### config.mk
export PLATFORM = sky130hd
export DESIGN_NAME = pipelined_adder_sub
export DESIGN_NICKNAME = d
export VERILOG_FILES = /design/src/rtl/pipelined_adder_sub.sv
export SDC_FILE = /design/constraint.sdc
export NUM_CORES = 1
export LEC_CHECK = 0
export CORE_AREA = 4 4 154 156
export DETAILED_ROUTE_END_ITERATION = 8
export DIE_AREA = 0 0 158 160
export GPL_TIMING_DRIVEN = 0
export SYNTH_ARGS = -nofsm -noshare
export SYNTH_HDL_FRONTEND = slang
export SYNTH_SLANG_ARGS = --single-unit
### constraint.sdc
create_clock -name clk -period 5.6 [get_ports clk]
set_input_delay 0.56 -clock clk [delete_from_list [all_inputs] [get_ports clk]]
set_output_delay 0.56 -clock clk [all_outputs]
set_load 0.005 [all_outputs]
### src/rtl/pipelined_adder_sub.sv
// WIDTH-bit adder/subtractor built from CHUNK-bit ripple segments, one register level per segment.
// Operands are registered on entry, so a result appears WIDTH/CHUNK cycles after it is accepted.
module pipelined_adder_sub #(
  parameter int WIDTH = 16,
  parameter int CHUNK = 4
) (
  input  logic             clk,
  input  logic             rst,
  input  logic             in_valid,
  output logic             in_ready,
  input  logic [WIDTH-1:0] x,
  input  logic [WIDTH-1:0] y,
  input  logic             c_in,
  input  logic             sub,
  output logic             out_valid,
  input  logic             out_ready,
  output logic [WIDTH-1:0] sum,
  output logic             c_out,
  output logic             ovf
);

  localparam int STAGES = WIDTH / CHUNK;

  // Level k holds an operation whose chunks 0..k-1 are already summed; level STAGES is the output.
  logic [STAGES:0]  vld;
  logic [STAGES:0]  c_r;
  logic [WIDTH-1:0] x_r   [STAGES];
  logic [WIDTH-1:0] y_r   [STAGES];
  logic [WIDTH-1:0] s_r   [STAGES+1];
  logic [CHUNK:0]   part  [STAGES];
  logic [WIDTH-1:0] s_nxt [STAGES];
  logic             ovf_r;
  logic             ovf_nxt;
  logic             advance;

  assign advance   = !vld[STAGES] || out_ready;
  assign in_ready  = advance;
  assign out_valid = vld[STAGES];
  assign sum       = s_r[STAGES];
  assign c_out     = c_r[STAGES];
  assign ovf       = ovf_r;

  always_comb begin
    for (int k = 0; k < STAGES; k++) begin
      part[k]  = {1'b0, x_r[k][k*CHUNK +: CHUNK]} + {1'b0, y_r[k][k*CHUNK +: CHUNK]}
               + {{CHUNK{1'b0}}, c_r[k]};
      s_nxt[k] = s_r[k];
      s_nxt[k][k*CHUNK +: CHUNK] = part[k][CHUNK-1:0];
    end
    // Carry into the MSB equals x ^ y ^ sum at that bit, so ovf needs no extra adder tap.
    ovf_nxt = x_r[STAGES-1][WIDTH-1] ^ y_r[STAGES-1][WIDTH-1]
            ^ part[STAGES-1][CHUNK-1] ^ part[STAGES-1][CHUNK];
  end

  // Data registers only load behind a valid bit, so outputs keep their last result across bubbles.
  always_ff @(posedge clk or posedge rst) begin
    if (rst) begin
      vld   <= '0;
      c_r   <= '0;
      ovf_r <= 1'b0;
      for (int k = 0; k < STAGES; k++) begin
        x_r[k] <= '0;
        y_r[k] <= '0;
      end
      for (int k = 0; k <= STAGES; k++) begin
        s_r[k] <= '0;
      end
    end else if (advance) begin
      vld <= {vld[STAGES-1:0], in_valid};
      if (in_valid) begin
        x_r[0] <= x;
        y_r[0] <= sub ? ~y : y;
        c_r[0] <= sub ^ c_in;
      end
      for (int k = 1; k < STAGES; k++) begin
        if (vld[k-1]) begin
          x_r[k] <= x_r[k-1];
          y_r[k] <= y_r[k-1];
        end
      end
      for (int k = 0; k < STAGES; k++) begin
        if (vld[k]) begin
          s_r[k+1] <= s_nxt[k];
          c_r[k+1] <= part[k][CHUNK];
        end
      end
      if (vld[STAGES-1]) begin
        ovf_r <= ovf_nxt;
      end
    end
  end

endmodule

==> results.md <==
- Worst-path maximum fanout: 7
- Root Driver: clkbuf_16
- Top cell type by total area after synthesis: dfrtp_1
- DRT antenna net count: 0
- Main area contributors after synthesis: dfrtp_1 (59%), mux2_2 (18%), xnor2_1 (3.0%), fa_1 (2.9%), o21ai_0 (2.8%)
- Outcome: finished clean
- Max cap viols: 0
- Transition time at the pin with the least slew margin: 0.468 ns
- Worst R2R Path Depth: 6
- Pwr dens: 576 mW/mm^2
- Routability cong.: 0.700
- Detailed-route DRC error count: 0
- Ys Warns: 12
- Final hold viol count: 0
- Syn_area_per_cell: 14.1 sq um
- Largest net degree at the start of global routing: 82
- CTS max path bufs: 2
- R2r endpoint: ovf$_DFFE_PP0P_
- Crit. End Element: output port
- Critical path, cell by cell: clkdlybuf4s50_1 > nor2b_4 > inv_6 > clkdlybuf4s50_1
- Num ports: 58
- Routed WL per cell: 13.3 um
- Nets: 527
- CP max stage delay: 0.47 ns
- RSZ-0062 raised after global routing: false
- Critical path class: input port to output port
- F_max: 0.419 GHz
- Worst hold endpoint: s_nxt[4]$_DFFE_PP0P_
- Post-cts sizing count: 0
- CP max stage cell: clkdlybuf4s50_1
- TritonCTS Sinks: 131
- Commonest cells after routing, fill and taps aside: dfrtp_1 (131), mux2_2 (88), clkdlybuf4s50_1 (56), nand2_1 (39), o21ai_0 (31)
- Die area: 0.0253 sq mm
- Required @ worst endpoint: 5.04 ns
- Layout cells sized above 1: 30.6%
- Ys async rst share: 100%
- All-Layer GR Usage: 8.48%
- Synth Flop Type: dfrtp_1
- Ant diodes: 0
- Hold crit path type: flip-flop to flip-flop
- Syn nets: 451
- Worst slew margin: 68.8%
- Post-Synthesis Cells: 393
- Die X-Extent: 158 um
- Clock period minus worst slack: 2.39 ns
- Number of cell rows: 55
- Initial antenna violation count: 0
- Post-CTS setup buffers: 0
- Clock Latency Late Sink: 0.41 ns
- VDD IR max: 0.239 mV
- Reg2reg start: c_r[3]$_DFFE_PP0P_
- Skew final: 0.00706 ns
- Synth unique cells: 24
- Effective utilization at floorplan: 24.7%
- Final Setup Violations: 0
- PortBufs: 56
- Area share of the largest cell type after synthesis: 59.3%
- Grt ovf: 0
- DR pass1 iterations: 5
- Fin crit share: 42.7%
- Worst R2R Setup Slack: 3.56 ns
- Post-synthesis cell area: 0.00553 sq mm
- Area grow syn2layout: 27.8%
- H-tree depth: 4
- First-pass GRT wire length: 16900 um
- Critical Path Most Common Cell: clkdlybuf4s50_1
- Post-placement cell area: 0.00648 sq mm
- Hold path cells: 1
- Slew Limit Fails: 0
- Vias per inst: 3.94
- Num CTS Buffers: 17
- #FFs+latches synth: 131
- Post-DP HPWL: 7840 um
- Vias in the first global route: 3299
- CP startpoint kind: input port
- Post-synth EDFFs: 0
- Commonest non-fill, non-tap cell in the layout: dfrtp_1
- Core area: 0.0224 sq mm
- Post-synthesis sequential area ratio: 59.3%
- Die Y: 160 um
- Cell area after layout: 0.00706 sq mm
- Clock-pin slew on the worst setup and hold paths: 0.05 ns
- TritonCTS clock tree: built
- Leakage: 0.00310 uW
- DRT Wirelength: 10200 um
- Vias: 3020
- Worst hold path startpoint: s_nxt[20]$_DFFE_PP0P_
- Total power: 4070 uW
- Initial DRC count: 116
- Crit path DAT: 1.83 ns
- Number of hold buffers added after CTS: 0
kinds of logic after synthesis:
family	count (synthesis)	synth area share, %
fa+ha+maj	20	5.61
compound gates	48	4.71
flops	131	59.3
mux	94	19.4
simple gates	47	3.83
buf+inv	27	3.08
xor+xnor	26	4.12
worst max-delay path: cells and delay by family:
| family | cells | cell delay, ns |
|---|---|---|
| buffers and inverters | 3 | 1.02 |
| AND/OR/NAND/NOR | 1 | 0.25 |
registers in the layout, summed over array words and instances (netlist names):
name	flops
ovf	1
vld	5
c_r	5
x_r	40
sum	16
s_nxt	24
y_r	40
how the worst max path moves through the flow:
stage,from,end,cells past startpoint
after global placement,rst,y_r[62]$_DFFE_PP0P_,2
final,out_ready,in_ready,4
after detailed placement,out_ready,in_ready,4
after floorplan,rst,c_r[0]$_DFFE_PP0P_,1
after global routing,out_ready,in_ready,4
after CTS,out_ready,in_ready,4
metal layers:
metal	vias up	track usage, %	wire, um
li1	1496	-	-
met1	1453	11.2	4940
met2	58	13.1	4720
met3	13	2.17	349
met4	0	3.88	179
met5	-	0	0
synthesized netlist by cell type (2+ instances only):
library cell	count
xnor2_1	19
mux2_1	3
dfrtp_1	131
nand2_4	2
xor2_1	7
ha_1	12
nand2_1	39
a21o_1	8
o21ai_0	31
nand2_2	3
mux2_4	3
mux2_2	88
buf_4	11
buf_6	2
inv_1	9
a21oi_1	9
fa_1	8
buf_2	2
power by group:
part / switching [uW] / internal (uW)
Combinational: 565 / 813
Sequential: 252 / 1380
Clock: 379 / 678
area by class of cell:
cell class                      count  area [sq um]
Clock buffer                       24           512
Tap cell                          285           357
Buffer                             17           128
Sequential cell                   131          3280
Clock inverter                      7          72.6
Inverter                           10          47.5
Timing Repair Buffer               57           588
Multi-Input combinational cell    235          2080
Fill cell                        2197         15300
per-stage QoR:
step | hold WS, ns | utilization, % | std cells | TNS [ns] | setup slack, ns
after floorplan | 0.446 | - | 393 | 0 | 1.54
after global placement | 0.465 | 28.8 | 734 | -8.10 | -0.0693
after detailed placement | 0.472 | 29.0 | 735 | 0 | 3.20
after CTS | 0.482 | 31.6 | 766 | 0 | 3.19
after global routing | 0.502 | 31.6 | 766 | 0 | 3.13
final | 0.474 | 31.6 | 766 | 0 | 3.21
No activity file was read; power rests on OpenSTA's default activity.
